<file path="config.mk">
export PLATFORM = sky130hd
export DESIGN_NAME = dino_game_fsm
export DESIGN_NICKNAME = d
export VERILOG_FILES = /design/src/rtl/dino_game_fsm.sv
export SDC_FILE = /design/constraint.sdc
export NUM_CORES = 1
export LEC_CHECK = 0
export CORE_ASPECT_RATIO = 1.5
export CORE_MARGIN = 2
export CORE_UTILIZATION = 55
export DETAILED_ROUTE_END_ITERATION = 8
export PLACE_DENSITY_LB_ADDON = 0.2
export SLEW_MARGIN = 30
export SYNTH_ARGS = -nofsm -noshare
export SYNTH_HDL_FRONTEND = slang
export SYNTH_SLANG_ARGS = --single-unit
</file>
<file path="constraint.sdc">
create_clock -name clk -period 3.5 [get_ports clk]
set_clock_uncertainty 0.2 [all_clocks]
set_input_delay 0.35 -clock clk [delete_from_list [all_inputs] [get_ports clk]]
set_output_delay 0.35 -clock clk [all_outputs]
set_load 0.1 [all_outputs]
</file>
<file path="src/rtl/dino_game_fsm.sv">
// ---------------------------------------------------------------------------
// dino_game_fsm
// Game-state controller for the T-rex game. It tracks UnBegin / Running /
// Dead / Paused, lives with a post-hit invulnerability window, a restart
// holdoff after death, a prescaled score tick and a high-score register.
// Jump and pause are edge detected, so holding a button gives one event.
//
// Ports
//   clk         system clock
//   rst         synchronous active-low reset
//   collision   level, obstacle overlap this cycle
//   jump        level, debounced jump button
//   pause       level, debounced pause button
//   gamestate   00 UnBegin, 01 Running, 10 Dead, 11 Paused
//   lives_left  remaining lives
//   invuln      high while the invulnerability counter is nonzero
//   score       current score (saturating)
//   hiscore     best score since reset
//   new_game    one-cycle pulse on entry to Running from UnBegin or Dead
// ---------------------------------------------------------------------------
module dino_game_fsm #(
   parameter int unsigned LIVES           = 3,
   parameter int unsigned LIFE_W          = 2,
   parameter int unsigned INVULN_CYCLES   = 50,
   parameter int unsigned RESTART_HOLDOFF = 100,
   parameter int unsigned SCORE_W         = 16,
   parameter int unsigned SCORE_DIV       = 1000
) (
   input  logic               clk,
   input  logic               rst,
   input  logic               collision,
   input  logic               jump,
   input  logic               pause,
   output logic [1:0]         gamestate,
   output logic [LIFE_W-1:0]  lives_left,
   output logic               invuln,
   output logic [SCORE_W-1:0] score,
   output logic [SCORE_W-1:0] hiscore,
   output logic               new_game
);

   localparam int unsigned INV_W  = $clog2(INVULN_CYCLES + 1);
   localparam int unsigned HOLD_W = $clog2(RESTART_HOLDOFF + 1);
   localparam int unsigned PRE_W  = (SCORE_DIV > 1) ? $clog2(SCORE_DIV) : 1;

   localparam logic [PRE_W-1:0]   PRE_LAST  = PRE_W'(SCORE_DIV - 1);
   localparam logic [SCORE_W-1:0] SCORE_MAX = '1;

   typedef enum logic [1:0] {
      ST_UNBEGIN = 2'b00,
      ST_RUNNING = 2'b01,
      ST_DEAD    = 2'b10,
      ST_PAUSED  = 2'b11
   } state_e;

   state_e              state_q,      state_d;
   logic [LIFE_W-1:0]   lives_q,      lives_d;
   logic [INV_W-1:0]    invuln_cnt_q, invuln_cnt_d;
   logic                invuln_q,     invuln_d;
   logic [HOLD_W-1:0]   holdoff_q,    holdoff_d;
   logic [PRE_W-1:0]    prescale_q,   prescale_d;
   logic [SCORE_W-1:0]  score_q,      score_d;
   logic [SCORE_W-1:0]  hiscore_q,    hiscore_d;
   logic                new_game_q,   new_game_d;
   logic                jump_q;
   logic                pause_q;

   logic                jump_rise;
   logic                pause_rise;
   logic                start_game;
   logic                score_tick;

   // State and datapath registers
   always_ff @(posedge clk) begin
      if (!rst) begin
         state_q      <= ST_UNBEGIN;
         lives_q      <= LIFE_W'(LIVES);
         invuln_cnt_q <= '0;
         invuln_q     <= 1'b0;
         holdoff_q    <= '0;
         prescale_q   <= '0;
         score_q      <= '0;
         hiscore_q    <= '0;
         new_game_q   <= 1'b0;
         jump_q       <= 1'b0;
         pause_q      <= 1'b0;
      end else begin
         state_q      <= state_d;
         lives_q      <= lives_d;
         invuln_cnt_q <= invuln_cnt_d;
         invuln_q     <= invuln_d;
         holdoff_q    <= holdoff_d;
         prescale_q   <= prescale_d;
         score_q      <= score_d;
         hiscore_q    <= hiscore_d;
         new_game_q   <= new_game_d;
         jump_q       <= jump;
         pause_q      <= pause;
      end
   end

   // Next-state and datapath update
   always_comb begin
      state_d      = state_q;
      lives_d      = lives_q;
      invuln_cnt_d = invuln_cnt_q;
      holdoff_d    = holdoff_q;
      prescale_d   = prescale_q;
      score_d      = score_q;
      hiscore_d    = hiscore_q;
      new_game_d   = 1'b0;
      start_game   = 1'b0;
      score_tick   = 1'b0;

      jump_rise  = jump & ~jump_q;
      pause_rise = pause & ~pause_q;

      case (state_q)
         ST_UNBEGIN: begin
            if (jump_rise) begin
               start_game = 1'b1;
            end
         end

         ST_RUNNING: begin
            if (invuln_cnt_q != '0) begin
               invuln_cnt_d = invuln_cnt_q - INV_W'(1);
            end
            if (collision && (invuln_cnt_q == '0)) begin
               if (lives_q > LIFE_W'(1)) begin
                  lives_d      = lives_q - LIFE_W'(1);
                  invuln_cnt_d = INV_W'(INVULN_CYCLES);
                  score_tick   = 1'b1;
               end else begin
                  // Fatal hit: score is frozen so hiscore captures what is shown
                  lives_d   = '0;
                  state_d   = ST_DEAD;
                  holdoff_d = HOLD_W'(RESTART_HOLDOFF);
                  hiscore_d = (score_q > hiscore_q) ? score_q : hiscore_q;
               end
            end else begin
               score_tick = 1'b1;
               if (pause_rise) begin
                  state_d = ST_PAUSED;
               end
            end
         end

         ST_PAUSED: begin
            if (pause_rise) begin
               state_d = ST_RUNNING;
            end
         end

         ST_DEAD: begin
            // A jump during holdoff is dropped, not remembered
            if (holdoff_q != '0) begin
               holdoff_d = holdoff_q - HOLD_W'(1);
            end else if (jump_rise) begin
               start_game = 1'b1;
            end
         end
      endcase

      // Prescaled, saturating score counter
      if (score_tick) begin
         if (prescale_q == PRE_LAST) begin
            prescale_d = '0;
            if (score_q != SCORE_MAX) begin
               score_d = score_q + SCORE_W'(1);
            end
         end else begin
            prescale_d = prescale_q + PRE_W'(1);
         end
      end

      // Fresh game from UnBegin or Dead; hiscore is kept
      if (start_game) begin
         state_d      = ST_RUNNING;
         lives_d      = LIFE_W'(LIVES);
         score_d      = '0;
         prescale_d   = '0;
         invuln_cnt_d = '0;
         holdoff_d    = '0;
         new_game_d   = 1'b1;
      end

      invuln_d = (invuln_cnt_d != '0);
   end

   assign gamestate  = state_q;
   assign lives_left = lives_q;
   assign invuln     = invuln_q;
   assign score      = score_q;
   assign hiscore    = hiscore_q;
   assign new_game   = new_game_q;

endmodule

</file>
After elaboration in Yosys (flattened, before gate mapping):

Cells that the tools add are included.

* memories: 0
* latch bits: 0
* ROM bits: 0
* register bits: 63
* RAM bits: 0
* bits of input ports: 5

* shift-type cells: 0
* add/sub/neg operators: 5
* $mul: 0
* reductions and logical operators: 16
* bitwise gates (word level): 6
* $lt $le $gt $ge: 2
* div/mod/pow operators: 0
* equal/unequal tests: 14
* multiplexer cells: 24

Operator list (number)
* 6-bit two-way mux: 5
* 7-bit two-way mux: 3
* 16-bit by 1-bit adder with 16-bit output, second input constant: 1
* 16-bit > comparator: 1
* 16-bit inequality test, second input constant: 1
* 4-bit AND reduction: 4
* 7-bit one-hot mux with 2 select lines: 1
* 6-bit nonzero test: 2
* 10-bit by 1-bit adder with 10-bit output, second input constant: 1
* 10-bit equality test, second input constant: 1
* 10-bit two-way mux: 1
* 2-bit two-way mux: 5
* 3-bit inequality test, second input constant: 3
* 2-bit inequality test, second input constant: 4
* 4-bit inequality test, second input constant: 2
* 1-bit two-way mux: 7
* 7-bit nonzero test: 1
* 7-bit by 1-bit subtractor with 7-bit output, second input constant: 1
* 6-bit zero test: 1
* 6-bit by 1-bit subtractor with 6-bit output, second input constant: 1
* 2-bit equality test, second input constant: 2
* 1-bit inverter: 4
* 2-bit one-hot mux with 2 select lines: 1
* 2-bit nonzero test: 2
* other kinds (11): 12

Longest topological paths before layout:

Gate-level depths: netlist of run 1.

* depth in word-level cells: 7
* mapped depth: 9

Worst setup path after synthesis of run 1:

Ideal clock, no wire load.

* path type: register to register
* start point: register score_q[0], in the netlist score[0]
* end point: register hiscore_q[6], in the netlist hiscore[6]
* setup slack: 343 ps
* buffers on the path: 1
* data arrival time: 2885 ps
* cell stages (with the launch flop): 10
* period minus slack after synthesis: 3157 ps
* cell sequence: dfxtp_1 inv_1 ha_1 nor2b_1 o211ai_1 a2111oi_0 a211oi_1 a211oi_4 buf_8 mux2i_1

* longest elaborated chain between the ends: 2

Ends and longest elaborated chain
* start: declaration: line 62 `logic [SCORE_W-1:0] score_q, score_d;`
* start signal: assignment: line 94 `score_q <= score_d;`
* 16-bit > comparator: line 139 `hiscore_d = (score_q > hiscore_q) ? score_q : hiscore_q;`
* 4-bit AND reduction (no source line)
* end signal: assignment: line 95 `hiscore_q <= hiscore_d;`
* end: declaration: line 63 `logic [SCORE_W-1:0] hiscore_q, hiscore_d;`

Every way passes these cells.
A chain may end at the register's enable or synchronous reset.

Final worst setup path of run 1:

* start point: register invuln_cnt_q[0]
* end point: register invuln_q, in the netlist invuln

* longest elaborated chain between the ends: 7
* elaborated cells on any way between the ends: 10

Ends and longest elaborated chain
* start: declaration: line 58 `logic [INV_W-1:0] invuln_cnt_q, invuln_cnt_d;`
* start signal: assignment: line 90 `invuln_cnt_q <= invuln_cnt_d;`
* 6-bit by 1-bit subtractor with 6-bit output or 6-bit nonzero test (tied branches): line 127, 126
* 6-bit two-way mux: line 126 `if (invuln_cnt_q != '0) begin`
* 6-bit two-way mux: line 130 `if (lives_q > LIFE_W'(1)) begin`
* 6-bit two-way mux: line 129 `if (collision && (invuln_cnt_q == '0)) begin`
* 6-bit two-way mux *: line 118 `case (state_q)`
* 6-bit two-way mux *: line 178 `if (start_game) begin`
* 6-bit nonzero test *: line 188 `invuln_d = (invuln_cnt_d != '0);`
* end signal: assignment: line 91 `invuln_q <= invuln_d;`
* end: declaration: line 59 `logic invuln_q, invuln_d;`

Every way passes the cells marked *; elsewhere a longest branch is shown, timed or not.

==> impl_metrics.yaml, run 1 <==
floorplanning:
  start_util: 0.5686
  die-area_um2: 6628
  die_h_um: 98.72
  ioPinCount: 43
  fp.coreArea_um2: 5786
  row_count: 34
  die_x_um: 67.15
logic_synthesis:
  ys.flop_type: "dfxtp_1"
  yosysWarnings: 0
  netlist_top_cells_count: "63 x dfxtp_1, 52 x nand2_1, 41 x nor2_1"
  synth.largest_area_cell: "dfxtp_1"
  synthCells: 386
  syn-cell-area_um2: 3289
  synth_most_common_cell: "dfxtp_1"
  synth_area_leaders: "dfxtp_1 38%, ha_1 8.4%, mux2i_1 6.1%"
  syn_avg_cell_area_um2: 8.522
  synth_nets: 413
  yosysSeqAreaShare: 0.3834
  ys_ff_latch: 63
  synth_top_area_share: 0.3834
  synth_edf_count: 0
  yosysUniqueCellTypes: 55
  async_flop_share: 0
timing:
  tightest_slew_ns: 0.9900
  maxSlewViolCount: 0
  setup-tns-final_ns: 0
  setup_viol: 0
  hold_viol: 0
  min_period_ns: 2.657
  rsz0062_at_grt: "no"
  relSlewSlack: 0.3379
  fin_crit_sh: 0.7590
  clock.fmax_mhz: 376.4
grt:
  grt_pass1_wl_mm: 11.90
  track_usage: 0.2332
  antenna_found_initial: 0
  grt_overflow: 0
  grt_pass1_vias: 2712
  grt_max_degree: 37
worst_setup_path:
  critPathKind: "flip-flop to flip-flop"
  required_ns: 3.52
  crit_path_end_kind: "flip-flop"
  cp-start-kind: "flip-flop"
  worst-endpoint-arrival_ns: 2.67
  path_max_fanout: 7
detailed_routing:
  first_pass_iters: 4
  num_vias: 2776
  drt_wl_total_mm: 7.112
  routed_via_density: 5.486
  drc: 0
  postRouteAntennaNets: 0
  wl_per_cell_um: 14.06
  drt_iter0_drc: 90
min_path:
  worst_hold_path_type: "flip-flop to flip-flop"
clock_network:
  htreeDepth: 3
  cts_tree: "done"
  cts.repair.resized: 0
  postCtsSetupBuffers: 0
  cts_buffers: 9
  cts_buffer_depth: 2
  cts_sinks: 63
  clk_latency_ns: 0.35
  path_clk_slew_ns: 0.07
  cts-root-buf: "clkbuf_8"
  cts_hold_buf: 0
power_and_ir_drop:
  ir_drop_v: 0.0002907
  p_per_area_nw_per_um2: 391.2
  p_leak_uw: 0.001388
  total_power_uw: 1553
layout:
  finish.net_count: 456
  multiInputGateArea_um2: 1868
  insertedDiodeCount: 0
  fillers: 498
  area_growth_pct: 20.69
  drive_gt1_frac: 0.07373
  ff_latch_area_um2: 1261
run_status:
  outcome: "completed"
placed_design:
  port-buffer-count: 42
  place_congestion: 0.8138
  dp_hpwl_mm: 5.184
flow_run:
  max_cap_violations: 0
[registers in the layout (all words and copies together) (netlist names)]
name and flops:
score 16, jump_q 1, gamestate 2, new_game 1
prescale_q 10, holdoff_q 7, pause_q 1, invuln 1
hiscore 16, invuln_cnt_q 6, lives_left 2
[path summary, 6_finish.rpt]
path                   startpoint         end  slack (ns)  depth (start not counted)
hold / removal         hiscore[7]  hiscore[7]        0.27                          2
hold reg to reg        hiscore[7]  hiscore[7]        0.27                          2
setup / recovery  invuln_cnt_q[0]      invuln        0.84                          8
setup reg to reg  invuln_cnt_q[0]      invuln        0.84                          8
[per-stage QoR]
| step | utilization | cell area (µm²) | std cells | setup slack, ns | hold slack (ns) |
|---|---|---|---|---|---|
| after global placement | 0.6505 | 3764 | 490 | 0.7859 | 0.2564 |
| after global routing | 0.6862 | 3970 | 506 | 0.6279 | 0.2931 |
| after detailed placement | 0.6505 | 3764 | 490 | 0.7668 | 0.2625 |
| final | 0.6862 | 3970 | 506 | 0.8435 | 0.2713 |
| after floorplan | - | 3289 | 386 | 0.3426 | 0.2595 |
| after CTS | 0.6862 | 3970 | 506 | 0.8365 | 0.2746 |
[cells by family after synthesis]
logic type	share of synthesized area
AO/OA/AOI/OAI	0.1016
multiplexers	0.06086
AND/OR/NAND/NOR	0.2552
adder cells (fa/ha/maj)	0.08368
flip-flops	0.3834
XOR/XNOR	0.06657
buffers and inverters	0.04869
[worst max-delay path: stages (launching register included)]
cell and delay, ns:
dfxtp_1 0.32, inv_1 0.12, ha_1 0.22, nor3b_4 0.36, and2_4 0.24, nor2_1 0.07
mux2i_1 0.20, a31oi_1 0.11, or4b_2 0.67
[power breakdown]
| group | switching [µW] | total, µW | internal [µW] |
|---|---|---|---|
| logic | 108 | 159 | 51.1 |
| clock network | 302 | 653 | 351 |
| registers | 12.2 | 741 | 729 |
| total | 422 | 1550 | 1130 |
[layout by cell type, fill, tap and decap left out, types with 2 or more instances in the layout]
| master | count |
|---|---|
| and2_1 | 3 |
| nor2_1 | 41 |
| a211oi_1 | 3 |
| xor2_1 | 13 |
| nand3_1 | 18 |
| clkdlybuf4s50_1 | 42 |
| xnor2_1 | 12 |
| and3_1 | 2 |
| inv_1 | 25 |
| and4_1 | 4 |
| a21oi_1 | 18 |
| a21o_1 | 3 |
| buf_4 | 4 |
| dfxtp_1 | 63 |
| nand2_1 | 52 |
| nor4_1 | 3 |
| clkbuf_8 | 10 |
| mux2i_1 | 20 |
| nor3_1 | 12 |
| o21ai_0 | 7 |
| or2_2 | 3 |
| nor2b_1 | 2 |
| clkinv_4 | 2 |
| ha_1 | 22 |
| or3_1 | 3 |
| a31oi_1 | 4 |
| nand4_1 | 10 |
[cell type report]
class	count	share of cell area
well taps	72	0.02269
multi-input cells	284	0.4705
inverters	25	0.02364
repair buffers	46	0.1135
clock inverters	6	0.01733
flip-flops and latches	63	0.3177
clock buffers	10	0.03467
[layer usage]
layer / part of all wire / track usage / wire [µm]
met1: 0.41 / 0.2404 / 2941
met2: 0.54 / 0.4410 / 3822
met3: 0.027 / 0.03082 / 195
met4: 0.022 / 0.1115 / 153
met5: 0 / 0 / 0
Power figures use the tool's default switching activity.
==> run 2, diff against run 1 <==
--- a/config.mk
+++ b/config.mk
@@ -7,7 +7,7 @@
 export LEC_CHECK = 0
 export CORE_ASPECT_RATIO = 1.5
 export CORE_MARGIN = 2
-export CORE_UTILIZATION = 55
+export CORE_UTILIZATION = 50
 export DETAILED_ROUTE_END_ITERATION = 8
 export PLACE_DENSITY_LB_ADDON = 0.2
 export SLEW_MARGIN = 30
==> constraint.sdc (replaced) <==
create_clock -name clk -period 2.25 [get_ports clk]
set_clock_uncertainty 0.2 [all_clocks]
set_input_delay 0.225 -clock clk [delete_from_list [all_inputs] [get_ports clk]]
set_output_delay 0.225 -clock clk [all_outputs]
set_load 0.1 [all_outputs]
==> impl_metrics.yaml, run 2 (same netlist as run 1, synthesis figures left out) <==
power_and_ir_drop:
  netSwitchingFraction: 0.2703
  ir_drop_v: 0.0003885
  p_int_uw: 1754
  p_leak_uw: 0.001877
  p_per_area_nw_per_um2: 505.0
  switching_power_uw: 649.4
  power_frac_comb: 0.129
  clkPwrFrac: 0.402
  seq_power_share: 0.469
timing:
  clock.fmax_mhz: 413.0
  layout_setup_ws_ns: -0.1713
  min_period_ns: 2.421
  relSlewSlack: 0.6985
  setup_viol: 17
  hold_viol: 0
  rsz0062_at_grt: "yes"
  tightest_slew_ns: 0.4511
  maxSlewViolCount: 0
  fin_crit_sh: 1.076
worst_setup_path:
  crit_path_end_kind: "flip-flop"
  cp-start-kind: "flip-flop"
  required_ns: 2.31
  critPathKind: "flip-flop to flip-flop"
  r2r_cells: 9
  cp_num_buf_inv: 3
  path_depth: 9
  cpMaxStageDelayCell: "a2111oi_4"
  worst_path_largest_cell_delay_ns: 0.38
  cp_top_family: "compound AO/OA/AOI/OAI gates"
  worst-endpoint-arrival_ns: 2.48
  timing.critical_path.cells: "inv_1 -> ha_1 -> a21oi_1 -> a2111oi_4 -> a211oi_2 -> a211oi_4 -> buf_6 -> buf_16 -> mux2i_1"
  path_max_fanout: 8
placed_design:
  dp_hpwl_mm: 6.211
  placed_cells: 542
  port-buffer-count: 42
  place_congestion: 0.8723
layout:
  drive_gt1_frac: 0.3976
  utilization: 0.7387
  final_cell_mix: "94 x buf_4, 52 x nand2_1, 41 x nor2_1"
  finish.net_count: 515
  final_common_cell: "buf_4"
  insertedDiodeCount: 0
  fin_cells: 569
  area_growth_pct: 44.66
floorplanning:
  start_util: 0.5107
  die-area_um2: 7257
  fp.coreArea_um2: 6441
  die_h_um: 103.3
  die_x_um: 70.23
  row_count: 36
  ioPinCount: 43
clock_network:
  cts-root-buf: "clkbuf_8"
  path_clk_slew_ns: 0.07
  cts_buffers: 9
  cts_sinks: 63
  htreeDepth: 3
  cts_tree: "done"
  clk_latency_ns: 0.36
  cts_buffer_depth: 2
grt:
  track_usage: 0.2470
  grt_max_degree: 37
  grt_overflow: 0
  grt_pass1_wl_mm: 14.00
  antenna_found_initial: 0
  grt_pass1_vias: 3103
detailed_routing:
  wl_per_cell_um: 16.64
  drc: 0
  first_pass_iters: 4
  drt_wl_total_mm: 9.470
  drt_iter0_drc: 100
  routed_via_density: 5.612
  postRouteAntennaNets: 0
  num_vias: 3193
flow_run:
  max_cap_violations: 0
run_status:
  outcome: "complete, but fails checks"
  violations: "setup timing"
min_path:
  worst_hold_path_type: "flip-flop to flip-flop"
  hold_depth: 2
## run 2: cell count changes in the layout (fill, tap and decap cells not counted), moves of 5 or more
cell,change
buf_4,+90
clkdlybuf4s50_1,-38
dfxtp_1,-37
dfxtp_4,+22
dfxtp_2,+15
ha_1,-10
ha_4,+9
inv_1,-6
inv_2,+5
## run 2: power groups by stage
stage	sequential, µW	combinational, µW	clock, µW
2_1_floorplan	1210	146	0
3_3_place_gp	1150	288	0
3_5_place_dp	1150	290	0
4_1_cts	1130	299	971
5_1_grt	1130	333	1020
6_report	1130	310	965
## run 2: final cells by class
class / count / area [µm²]
tap: 76 / 95.09
timing repair buffer: 105 / 872.1
multi-input combinational: 284 / 2137
sequential: 63 / 1363
fill: 468 / 1683
inverter: 25 / 96.34
clock buffer: 13 / 180.2
clock inverter: 3 / 15.01
## run 2: worst min-delay path, stage by stage (launching register included)
cell,delay (ns)
dfxtp_2,0.33
nand2_1,0.05
mux2i_1,0.05
## run 2: final timing paths
kind	startpoint	end	slack (ns)
setup / recovery	hiscore[3]	hiscore[14]	-0.17
hold reg to reg	hiscore[4]	hiscore[4]	0.26
hold / removal	hiscore[4]	hiscore[4]	0.26
setup reg to reg	hiscore[3]	hiscore[14]	-0.17
## run 2: metrics by stage
step	setup WS, ns	TNS, ns	area [µm²]	hold WS, ns	total power (µW)
floorplan	-0.3802	-5.211	3441	0.1467	1361
global placement	-0.02518	-0.3692	4192	0.2501	1439
detailed placement	-0.1998	-2.764	4192	0.2546	1442
CTS	-0.1046	-1.198	4524	0.2648	2397
global route	-0.2328	-3.296	4758	0.2917	2486
finish	-0.1713	-2.209	4758	0.2632	2403
## run 2: metal layers
layer  share of wire  wire length, µm  track usage  vias to the layer above
met2            0.55             5189       0.4659                       95
met3           0.037              351      0.05620                       44
met1            0.36             3393       0.2360                     1514
li1                -                -            -                     1540
met4           0.057              536       0.1716                        0
met5               0                0            0                        -
## run 2: what timing repair did
action,in CTS,in global routing
cloned,1,1
resized for setup,13,31
hold buffers,0,0
setup buffers,3,6
pin swaps,3,7
setup endpoints to repair,22,25
==> run 3, diff against run 2 <==
--- a/config.mk
+++ b/config.mk
@@ -5,9 +5,11 @@
 export SDC_FILE = /design/constraint.sdc
 export NUM_CORES = 1
 export LEC_CHECK = 0
+export CELL_PAD_IN_SITES_DETAIL_PLACEMENT = 0
+export CELL_PAD_IN_SITES_GLOBAL_PLACEMENT = 1
 export CORE_ASPECT_RATIO = 1.5
 export CORE_MARGIN = 2
-export CORE_UTILIZATION = 50
+export CORE_UTILIZATION = 37
 export DETAILED_ROUTE_END_ITERATION = 8
 export PLACE_DENSITY_LB_ADDON = 0.2
 export SLEW_MARGIN = 30
==> impl_metrics.yaml, run 3 (same netlist as run 1, synthesis figures left out) <==
floorplanning:
  start_util: 0.3771
  ioPinCount: 43
  row_count: 42
  die_h_um: 119.5
  die-area_um2: 9676
  fp.coreArea_um2: 8723
  die_x_um: 80.99
detailed_routing:
  first_pass_iters: 4
  drc: 0
  wl_per_cell_um: 15.16
  drt_iter0_drc: 79
  postRouteAntennaNets: 0
  num_vias: 3136
  routed_via_density: 5.091
  drt_wl_total_mm: 9.339
layout:
  finish.net_count: 528
  final_cell_mix: "107 x buf_4, 52 x nand2_1, 40 x nor2_1"
  fillers: 815
  utilization: 0.5687
  drive_gt1_frac: 0.4229
  area_growth_pct: 50.82
  ff_latch_area_um2: 1363
  insertedDiodeCount: 0
  multiInputGateArea_um2: 2165
  final_common_cell: "buf_4"
clock_network:
  cts_tree: "done"
  path_clk_slew_ns: 0.05
  cts_buffers: 9
  cts_sinks: 63
  cts-root-buf: "clkbuf_16"
  clk_latency_ns: 0.34
  htreeDepth: 3
  cts_buffer_depth: 2
worst_setup_path:
  required_ns: 2.30
  cp-start-kind: "flip-flop"
  timing.critical_path.cells: "inv_1 -> ha_4 -> nand4_1 -> a2111oi_4 -> a211oi_2 -> a211oi_4 -> buf_6 -> mux2i_1"
  critPathKind: "flip-flop to flip-flop"
  worst_path_largest_cell_delay_ns: 0.40
  r2r_cells: 8
  worst-endpoint-arrival_ns: 2.35
  path_max_fanout: 8
  cpMaxStageDelayCell: "a2111oi_4"
  r2r_slack_ns: -0.05
  rr_endpoint: "hiscore[9]"
  reg2reg_from: "hiscore[7]"
  crit_path_end_kind: "flip-flop"
grt:
  grt_max_degree: 37
  grt_pass1_wl_mm: 14.44
  grt_overflow: 0
  grt_pass1_vias: 3115
  antenna_found_initial: 0
  track_usage: 0.1971
placed_design:
  place_congestion: 0.8065
  dp_hpwl_mm: 6.422
  port-buffer-count: 42
run_status:
  violations: "setup timing"
  outcome: "complete, but fails checks"
min_path:
  hold_end: "hiscore[6]"
  hold_depth: 2
  min_from: "hiscore[6]"
  worst_hold_path_type: "flip-flop to flip-flop"
timing:
  rsz0062_at_grt: "yes"
  tightest_slew_ns: 0.3858
  min_period_ns: 2.299
  clock.fmax_mhz: 435.0
  relSlewSlack: 0.7428
  whs_ns: 0.2744
  layout_setup_ws_ns: -0.04888
  setup_viol: 16
  hold_viol: 0
  maxSlewViolCount: 0
  fin_crit_sh: 1.022
flow_run:
  max_cap_violations: 0
power_and_ir_drop:
  p_per_area_nw_per_um2: 546.2
  total_power_uw: 2710
  p_leak_uw: 0.001942
  ir_drop_v: 0.0003767
-- run 3: changes by cell type in the layout (fill, tap and decap cells not counted), sizes merged --
cell	previous run	this run
buf	100	113
clkbuf	14	13
inv	25	26
-- run 3: worst max-delay path by stage --
| stage | start | to | slack (ns) |
|---|---|---|---|
| 6_report | hiscore[7] | hiscore[9] | -0.05 |
| 5_1_grt | hiscore[7] | hiscore[11] | -0.16 |
| 4_1_cts | hiscore[14] | hiscore[9] | -0.12 |
| 3_5_place_dp | hiscore[1] | hiscore[9] | -0.27 |
| 3_3_place_gp | hiscore[1] | hiscore[0] | -0.03 |
| 2_1_floorplan | hiscore[1] | hiscore[6] | -0.38 |
-- run 3: critical path: cells and delay by family (launching register included) --
kind | cells | cell delay, ns
and+or+nand+nor | 1 | 0.19
buffers and inverters | 2 | 0.27
muxes | 1 | 0.19
DFF | 1 | 0.35
adders and majority gates | 1 | 0.27
AOI/OAI and AO/OA | 3 | 0.74
-- run 3: per-stage QoR --
stage / TNS (ns) / cell area, µm² / std cells / setup slack, ns
detailed placement: -3.961 / 4309 / 586 / -0.2660
global placement: -0.4539 / 4309 / 586 / -0.02995
CTS: -1.742 / 4721 / 606 / -0.1233
finish: -0.4904 / 4961 / 616 / -0.04888
global route: -2.145 / 4961 / 616 / -0.1629
floorplan: -5.211 / 3441 / 386 / -0.3802
-- run 3: final cells by class --
| type | instances | share of cell area |
|---|---|---|
| inverters | 25 | 0.01892 |
| well taps | 110 | 0.02774 |
| flip-flops and latches | 63 | 0.2747 |
| repair buffers | 118 | 0.1904 |
| multi-input cells | 284 | 0.4363 |
| clock buffers | 12 | 0.04767 |
| clock inverters | 4 | 0.004288 |
-- run 3: repair_timing --
| item | in CTS | in global routing |
|---|---|---|
| resized for setup | 15 | 39 |
| pin swaps | 6 | 15 |
| setup buffers | 3 | 11 |
| hold buffers | 0 | 0 |
| gates cloned | 1 | 1 |
| setup endpoints to repair | 23 | 31 |
-- run 3: power by group --
part	internal, µW	switching (µW)	total (µW)
Sequential	1110	20.5	1130
Combinational	136	198	334
Clock	740	504	1240
-- run 3: layer usage --
| layer | track usage | wire (µm) | up-vias |
|---|---|---|---|
| li1 | - | - | 1567 |
| met1 | 0.2062 | 3674 | 1498 |
| met2 | 0.3667 | 5117 | 51 |
| met3 | 0.02727 | 255 | 20 |
| met4 | 0.1017 | 291 | 0 |
| met5 | 0 | 0 | - |
